==> config.mk <==
export PLATFORM = sky130hd
export DESIGN_NAME = proc_scheduler
export DESIGN_NICKNAME = d
export VERILOG_FILES = /design/src/rtl/proc_scheduler.sv
export SDC_FILE = /design/constraint.sdc
export NUM_CORES = 1
export LEC_CHECK = 0
export ABC_AREA = 1
export CELL_PAD_IN_SITES_DETAIL_PLACEMENT = 1
export CELL_PAD_IN_SITES_GLOBAL_PLACEMENT = 2
export CORE_MARGIN = 2
export CORE_UTILIZATION = 32
export CTS_CLUSTER_SIZE = 20
export DETAILED_ROUTE_END_ITERATION = 10
export PLACE_DENSITY_LB_ADDON = 0.1
export SYNTH_ARGS = -nofsm -noshare
export SYNTH_HDL_FRONTEND = slang
export SYNTH_SLANG_ARGS = --single-unit
==> constraint.sdc <==
create_clock -name clk -period 22.3 [get_ports clk]
set_input_delay 4.46 -clock clk [delete_from_list [all_inputs] [get_ports clk]]
set_output_delay 4.46 -clock clk [all_outputs]
set_load 0.1 [all_outputs]
==> src/rtl/proc_scheduler.sv <==
// Preemptive round-robin process scheduler: tracks the core owner, the ready set,
// the running quantum and the next round-robin candidate after the last user process.
//
// state      | meaning
// -----------+-----------------------------------------------------------
// ST_OS      | OS (slot 0) owns the core, waiting for a dispatch
// ST_RUN     | user process owns the core, quantum counting down on tick
// ST_PREEMPT | quantum expired, process still owns core until os_ack
module proc_scheduler #(
   parameter int NUM_PROC  = 8,
   parameter int PROC_W    = 6,
   parameter int QUANTUM_W = 16
) (
   input  logic                 clk,
   input  logic                 rst,
   input  logic                 tick,
   input  logic [QUANTUM_W-1:0] quantum,
   input  logic                 proc_swap,
   input  logic [PROC_W-1:0]    new_proc_num,
   input  logic                 true_intrpt,
   input  logic                 proc_exit,
   input  logic                 ready_set,
   input  logic [PROC_W-1:0]    ready_id,
   input  logic                 os_ack,
   output logic [PROC_W-1:0]    exec_proc,
   output logic [PROC_W-1:0]    last_proc,
   output logic [PROC_W-1:0]    next_proc,
   output logic [NUM_PROC-1:0]  ready_mask,
   output logic                 preempt_req,
   output logic                 idle,
   output logic                 swap_err,
   output logic [QUANTUM_W-1:0] slice_left
);

   typedef enum logic [1:0] {
      ST_OS      = 2'd0,
      ST_RUN     = 2'd1,
      ST_PREEMPT = 2'd2
   } state_t;

   state_t               state_q, state_d;
   logic [PROC_W-1:0]    exec_q, exec_d;
   logic [PROC_W-1:0]    last_q, last_d;
   logic [NUM_PROC-1:0]  ready_q, ready_d;
   logic [QUANTUM_W-1:0] slice_q, slice_d;
   logic                 preempt_q, preempt_d;
   logic                 swap_err_q, swap_err_d;
   logic                 wrap_q, wrap_d;

   logic                 id_ready;
   logic                 expire;
   logic                 leave_run;
   logic                 clear_en;

   // Slot 0 and out-of-range ids never match, so they always read as not ready.
   always_comb begin
      id_ready = 1'b0;
      for (int i = 1; i < NUM_PROC; i++) begin
         if (new_proc_num == PROC_W'(i) && ready_q[i]) id_ready = 1'b1;
      end
   end

   // wrap_q marks a zero quantum: the first tick is absorbed so all-ones lasts 2^QUANTUM_W ticks.
   assign expire    = tick && !wrap_q && (slice_q == QUANTUM_W'(1));
   assign leave_run = proc_exit || true_intrpt;
   assign clear_en  = proc_exit && (state_q != ST_OS);

   always_ff @(posedge clk) begin
      if (!rst) begin
         state_q    <= ST_OS;
         exec_q     <= '0;
         last_q     <= '0;
         ready_q    <= '0;
         slice_q    <= '0;
         preempt_q  <= 1'b0;
         swap_err_q <= 1'b0;
         wrap_q     <= 1'b0;
      end else begin
         state_q    <= state_d;
         exec_q     <= exec_d;
         last_q     <= last_d;
         ready_q    <= ready_d;
         slice_q    <= slice_d;
         preempt_q  <= preempt_d;
         swap_err_q <= swap_err_d;
         wrap_q     <= wrap_d;
      end
   end

   always_comb begin
      state_d = state_q;
      case (state_q)
         ST_OS: begin
            if (proc_swap && id_ready) state_d = ST_RUN;
         end
         ST_RUN: begin
            if (leave_run)   state_d = ST_OS;
            else if (expire) state_d = ST_PREEMPT;
         end
         ST_PREEMPT: begin
            if (proc_exit || os_ack) state_d = ST_OS;
         end
         default: state_d = ST_OS;
      endcase
   end

   always_comb begin
      exec_d     = exec_q;
      last_d     = last_q;
      slice_d    = slice_q;
      preempt_d  = preempt_q;
      wrap_d     = wrap_q;
      swap_err_d = 1'b0;
      case (state_q)
         ST_OS: begin
            if (proc_swap) begin
               if (id_ready) begin
                  exec_d  = new_proc_num;
                  slice_d = (quantum == '0) ? '1 : quantum;
                  wrap_d  = (quantum == '0);
               end else begin
                  swap_err_d = 1'b1;
               end
            end
         end
         ST_RUN: begin
            if (leave_run) begin
               exec_d  = '0;
               last_d  = exec_q;
               slice_d = '0;
               wrap_d  = 1'b0;
            end else if (tick) begin
               if (wrap_q) begin
                  wrap_d = 1'b0;
               end else if (expire) begin
                  preempt_d = 1'b1;
                  slice_d   = '0;
               end else begin
                  slice_d = slice_q - QUANTUM_W'(1);
               end
            end
         end
         ST_PREEMPT: begin
            if (proc_exit || os_ack) begin
               exec_d    = '0;
               last_d    = exec_q;
               preempt_d = 1'b0;
            end
         end
         default: begin
            exec_d    = '0;
            preempt_d = 1'b0;
            slice_d   = '0;
            wrap_d    = 1'b0;
         end
      endcase
   end

   // Set before clear so an exit of the same id in the same cycle wins.
   always_comb begin
      ready_d = ready_q;
      for (int i = 1; i < NUM_PROC; i++) begin
         if (ready_set && ready_id == PROC_W'(i)) ready_d[i] = 1'b1;
         if (clear_en && exec_q == PROC_W'(i))    ready_d[i] = 1'b0;
      end
      ready_d[0] = 1'b0;
   end

   // Round-robin distance from last_proc; last_proc itself sits at the farthest distance.
   always_comb begin
      int l;
      int d;
      int best;
      int best_d;
      l      = int'(last_q);
      d      = 0;
      best   = 0;
      best_d = NUM_PROC;
      for (int j = 1; j < NUM_PROC; j++) begin
         d = (j > l) ? (j - l) : (j - l + (NUM_PROC - 1));
         if (ready_q[j] && d < best_d) begin
            best_d = d;
            best   = j;
         end
      end
      next_proc = PROC_W'(best);
   end

   assign exec_proc   = exec_q;
   assign last_proc   = last_q;
   assign ready_mask  = ready_q;
   assign preempt_req = preempt_q;
   assign swap_err    = swap_err_q;
   assign slice_left  = slice_q;
   assign idle        = (ready_q == '0);

endmodule

==> results of run 1 <==
registers in the layout (all words and copies together), names as in the netlist:
| signal | count |
|---|---|
| slice_left | 16 |
| ready_mask | 7 |
| exec_proc | 6 |
| last_proc | 6 |
| state_q | 2 |
| preempt_req | 1 |
| swap_err | 1 |
| wrap_q | 1 |
power by group through the flow:
stage | sequential [mW] | combinational (mW) | clock (mW)
2_1_floorplan | 0.0880 | 0.0639 | 0
3_3_place_gp | 0.0773 | 0.102 | 0
3_5_place_dp | 0.0774 | 0.105 | 0
4_1_cts | 0.0758 | 0.106 | 0.0747
5_1_grt | 0.0761 | 0.116 | 0.0773
6_report | 0.0758 | 0.105 | 0.0721
critical path: cells and delay by family, from the launching register on:
family / cells / cell delay (ns)
AND/OR/NAND/NOR: 43 / 4.59
adder cells (fa/ha/maj): 8 / 2.61
AO/OA/AOI/OAI: 9 / 2.20
buffers and inverters: 6 / 1.60
flip-flops: 1 / 0.79
routing by layer:
| metal | share of wire | up-vias |
|---|---|---|
| met4 | 0.039 | 0 |
| met1 | 0.41 | 2862 |
| met5 | 0 | - |
| met3 | 0.031 | 44 |
| met2 | 0.52 | 119 |
| li1 | - | 3055 |
cells in the mapped netlist (9+ instances only):
cell,count,area (µm²)
xor2_1,39,341.6
o21ai_1,9,45.04
a21oi_1,54,270.3
xnor2_1,11,96.34
nor2_1,83,311.6
dfxtp_1,40,800.8
nand2_2,16,100.1
nor3_1,16,80.08
a211oi_1,10,75.07
nand2_1,208,780.8
ha_1,61,763.2
buf_4,10,75.07
nand3_1,50,250.2
inv_1,115,431.7
nor4_1,11,68.82
o21ai_0,75,375.4
cell usage in the layout, fill, tap and decap left out, drive strengths merged:
cell type	Yosys	layout
a2111oi	1	1
a211oi	10	10
a21oi	54	54
a221oi	3	3
a22oi	1	1
a311oi	1	1
a31oi	5	5
and3	1	1
buf	15	4
clkbuf	8	5
clkdlybuf4s50	0	76
clkinv	3	6
conb	1	4
dfxtp	40	40
ha	61	61
inv	122	122
nand2	232	232
nand3	52	52
nand3b	2	2
nand4	4	4
nor2	85	85
nor3	16	16
nor3b	2	2
nor4	11	11
o211a	3	3
o211ai	4	4
o21a	1	1
o21ai	85	85
o21bai	2	2
o221ai	4	4
o311ai	1	1
o31ai	4	4
or2	2	2
or4	2	2
xnor2	11	11
xor2	39	39
path summary, 6_finish.rpt:
kind / from / endpoint / slack (ns)
min: wrap_q$_SDFFE_PN0P_ / wrap_q$_SDFFE_PN0P_ / 0.49
max: last_proc[3]$_SDFFE_PN0P_ / next_proc[0] / 5.69
max reg2reg: ready_mask[4]$_SDFFE_PP0P_ / slice_left[12]$_SDFFE_PN0P_ / 19.38
min reg2reg: wrap_q$_SDFFE_PN0P_ / wrap_q$_SDFFE_PN0P_ / 0.49
area by class of cell:
class	count	area (µm²)
fill	2181	10060
multi-input combinational	703	4038
sequential	40	800.8
timing repair buffer	80	790.8
inverter	125	474.2
tap	220	275.3
clock buffer	5	125.1
clock inverter	3	18.77
logic make-up (layout without fill, tap and decap cells):
logic type | count (synthesis) | after routing
simple gates | 409 | 409
flops | 40 | 40
fa+ha+maj | 61 | 61
other cells | 1 | 4
compound gates | 179 | 179
buf+inv | 148 | 213
xor+xnor | 50 | 50
==> reports/summary.txt, run 1 <==
Outcome - complete, no violations
Cells on worst reg2reg path - 14
Relative slew slack - 0.3170
P_int - 148.4 µW
Max stage delay cell, worst path - clkdlybuf4s50_1
Ys async rst share - 0
Num rows - 47
Non-filler cells, final - 1176
Total gr overflow - 0
M1 GR Usage - 0.2557
CTS Root Cell - clkbuf_16
Worst EP arrival - 12.15 ns
GR Layer Usage met3 - 0.02494
Ports - 81
Max_cap viols - 0
Initial Util - 0.3279
CTS Hold Bufs - 0
Overall power - 253.1 µW
HP Class - flop to flop
Worst hold stages - 2
Cts repair resizes - 0
Worst-path clk slew - 0.06 ns
Gpl congestion - 0.9214
FMAX - 0.06021 GHz
Share of cells above drive strength 1 - 0.05230
Post-route ant nets - 0
P_leak - 3.346 nW
Routed WL - 21060 µm
Main combinational cell family by area after synthesis - simple AND/OR/NAND/NOR gates
Post-synth EDFFs - 0
GRT Util Overall - 0.2364
Unique masters post-synth - 46
Worst Path Required - 17.84 ns
Clock Sinks - 40
Avg WL per Cell - 17.91 µm
Iter 0 DRT Violations - 173
Final WS setup - 5.692 ns
Post-Syn Area - 5438 µm²
Final Cycle Share - 0.7448
Met2 GRT Util - 0.4595
Setup TNS - 0 ns
Average size of a mapped cell - 6.124 µm²
Number of global-route vias before repair - 6551
Most used DFF post-synth - dfxtp_1
DP Wirelength - 17680 µm
Synth Area in Adders - 0.1404
Clk_lat worst skew - 0.29 ns
CP endpoint kind - primary output
Clock power share - 0.285
Drt first pass iters - 4
Longest Clk Path Bufs - 2
N_diodes - 0
RSZ-0062 raised after global routing - no
Syn-to-layout area delta - 19.95%
Residual DRC - 0
Number of synthesized register bits - 40
Xor/xnor share of the synthesized area - 0.08053
YS warnings - 0
Post-Place Cell Area - 6379 µm²
Worst-Margin Slew - 1.021 ns
Final Hold Violating Endpoints - 0
Final Util - 0.3933
WHS - 0.4943 ns
Via/cell ratio - 5.170
Die Wd - 134.4 µm
Post-CTS Setup Bufs - 0
Initial antenna violation count - 0
Switch share - 0.4135
Synth Area in Compound Gates - 0.1864
Switching Power - 104.7 µW
Path type of the worst setup path - flop to primary output
CTS tree - built
Combinational power share - 0.415
First-pass GRT wire length - 33750 µm
Sequential area share after synthesis - 0.1473
Cells after Synth - 888
Minimum clock period - 16.61 ns
CP Max Fanout - 17
Final Skew - 0.004426 ns
Multiplexer share of the synthesized area - 0
Placed cells - 1168
Most common cell on crit path - nand2_1
Pwr dens - 38.81 nW/µm²
Max incr delay on CP - 1.14 ns
Part of the power in registers - 0.300
Total Die Area - 18050 µm²
PortBufs - 76
Nets - 1052
Global route hottest layer - met2
H-tree lvl count - 2
Core ar. - 16580 µm²
Crit start category - flop
Simple-Gate Fraction of Synth Area - 0.3325
CTS buffer count - 5
Die extent in y - 134.4 µm
Final instance area - 6523 µm²
# setup viols final - 0
Pre-CTS setup slack - 5.919 ns
Via count - 6080
Worst VDD drop - 41.32 µV
Largest net degree at the start of global routing - 27
Slew Limit Fails - 0
Power figures use the tool's default switching activity.
==> run 2: changes to the inputs <==
--- a/config.mk
+++ b/config.mk
@@ -9,7 +9,7 @@
 export CELL_PAD_IN_SITES_DETAIL_PLACEMENT = 1
 export CELL_PAD_IN_SITES_GLOBAL_PLACEMENT = 2
 export CORE_MARGIN = 2
-export CORE_UTILIZATION = 32
+export CORE_UTILIZATION = 30
 export CTS_CLUSTER_SIZE = 20
 export DETAILED_ROUTE_END_ITERATION = 10
 export PLACE_DENSITY_LB_ADDON = 0.1
==> constraint.sdc (replaced) <==
create_clock -name clk -period 16.91 [get_ports clk]
set_input_delay 3.382 -clock clk [delete_from_list [all_inputs] [get_ports clk]]
set_output_delay 3.382 -clock clk [all_outputs]
set_load 0.1 [all_outputs]
==> reports/summary.txt, run 2 (synthesized netlist as in run 1, its figures left out) <==
Cells on worst reg2reg path - 14 (unchanged)
# setup viols final - 0 (unchanged)
Most frequent cells in the layout - nand2_1 (208), inv_1 (115), nor2_1 (83)
Pwr dens - 53.51 nW/µm² (+38%)
Residual DRC - 0 (unchanged)
FF-to-FF Start - ready_mask[4]$_SDFFE_PP0P_
Worst VDD drop - 49.40 µV (+20%)
First-pass GRT wire length - 32560 µm (-3.5%)
Share of cells above drive strength 1 - 0.05031 (-0.001987)
Num rows - 49 (+4.3%)
Hold Startpoint - wrap_q$_SDFFE_PN0P_
Worst hold stages - 2 (unchanged)
Worst-path clk slew - 0.07 ns (about the same)
Gpl congestion - 0.9120 (-1.0%)
P_leak - 3.342 nW (-0.12%)
Initial antenna violation count - 0 (unchanged)
Final Hold Violating Endpoints - 0 (unchanged)
FMAX - 0.06481 GHz
CTS buffer count - 5 (unchanged)
DP Wirelength - 16840 µm (-4.7%)
Register-to-register path setup slack - 14.12 ns (-5.26 ns)
N_diodes - 0 (unchanged)
Total gr overflow - 0 (unchanged)
Minimum clock period - 15.43 ns
Via count - 5975 (-1.7%)
H-tree lvl count - 2 (unchanged)
Path type of the worst setup path - flop to primary output
Drt first pass iters - 5 (+1)
Avg WL per Cell - 17.09 µm (-4.6%)
RSZ-0062 raised after global routing - no
Multi-input gate area - 4038 µm² (unchanged)
Final WS setup - 1.480 ns (-4.211 ns)
Crit start category - flop
CTS tree - built
Outcome - complete, no violations
Routed WL - 20220 µm (-4.0%)
Worst EP arrival - 12.05 ns (-0.10 ns)
R2R Path End - slice_left[12]$_SDFFE_PN0P_
Fillcell total - 2357 (+8.1%)
Iter 0 DRT Violations - 262 (+51%)
GRT Util Overall - 0.2062 (-0.03013)
Final Cycle Share - 0.9125
Ports - 81 (unchanged)
HP Class - flop to flop
Most common cell on crit path - nand2_1
Slew Limit Fails - 0 (unchanged)
CP endpoint kind - primary output
Post-CTS Setup Bufs - 0 (unchanged)
Hold endpoint - wrap_q$_SDFFE_PN0P_
Nets - 1050 (-0.19%)
Critical Path Source - last_proc[2]$_SDFFE_PN0P_
Reg area - 800.8 µm² (unchanged)
Largest net degree at the start of global routing - 27 (unchanged)
Initial Util - 0.3037 (-0.02415)
Max_cap viols - 0 (unchanged)
Cts repair resizes - 0 (unchanged)
PortBufs - 76 (unchanged)
Worst-Margin Slew - 1.155 ns (+0.1341 ns)
Final Util - 0.3657 (-0.02765)
CP Max Fanout - 17 (unchanged)
Pre-CTS setup slack - 1.892 ns (-4.027 ns)
Die Wd - 138.6 µm (+3.2%)
CTS Root Cell - clkbuf_16
Clock Sinks - 40 (unchanged)
Post-route ant nets - 0 (unchanged)
Via/cell ratio - 5.051 (-2.3%)
Worst Path Required - 13.53 ns (-4.31 ns)
Max stage delay cell, worst path - clkdlybuf4s50_1
Setup TNS - 0 ns (unchanged)
WHS - 0.4879 ns (-0.006439 ns)
Max reg flops - 16 (unchanged)
Number of global-route vias before repair - 6215 (-5.1%)
CTS Hold Bufs - 0 (unchanged)
Syn-to-layout area delta - 20.39%
Die extent in y - 138.6 µm (+3.2%)
Clk_lat worst skew - 0.29 ns (about the same)
Core ar. - 17900 µm² (+8.0%)
Final Skew - 0.006132 ns (+0.001706 ns)
Total Die Area - 19220 µm² (+6.5%)
Most common cell after layout, fill and taps aside - nand2_1
Relative slew slack - 0.2227 (-0.09435)
Longest Clk Path Bufs - 2 (unchanged)
Max incr delay on CP - 1.13 ns (about the same)
run 2: layer usage:
metal | wire (µm) | vias to the layer above | GRT usage
met1 | 9277 | 2804 | 0.2635
met2 | 9838 | 103 | 0.3705
met5 | 0 | - | 0
met3 | 712 | 23 | 0.02452
met4 | 393 | 0 | 0.04997
li1 | - | 3045 | -
run 2: worst max-delay path by stage:
stage | to
CTS | next_proc[2]
floorplan | next_proc[0]
global placement | next_proc[1]
detailed placement | next_proc[2]
finish | next_proc[2]
global route | next_proc[2]
run 2: area by class of cell:
type                    count  area share
clock buffers               5     0.01911
inverters                 125     0.07244
well taps                 229     0.04377
repair buffers             78      0.1185
flip-flops and latches     40      0.1223
multi-input cells         703      0.6168
clock inverters             3    0.007072
run 2: power by group:
part	leakage, nW	switching, mW	total [mW]	internal [mW]
Combinational	2.94	0.0916	0.136	0.0448
Sequential	0.323	0.00374	0.100	0.0964
Clock	0.0804	0.0435	0.114	0.0703
Total	3.34	0.139	0.350	0.211
run 2: worst max-delay path, delay by kind of cell, from the launching register on:
kind | cells | cell delay (ns)
flip-flops | 1 | 0.64
adder cells (fa/ha/maj) | 7 | 2.28
AND/OR/NAND/NOR | 37 | 4.42
buffers and inverters | 4 | 1.83
XOR/XNOR | 1 | 0.19
AO/OA/AOI/OAI | 9 | 2.39
run 2: per-stage QoR:
stage / instance area (µm²) / cells / power (mW)
finish: 6546 / 1183 / 0.3503
global route: 6546 / 1183 / 0.3718
CTS: 6546 / 1183 / 0.3538
detailed placement: 6375 / 1175 / 0.2388
global placement: 6375 / 1175 / 0.2352
floorplan: 5449 / 891 / 0.2003
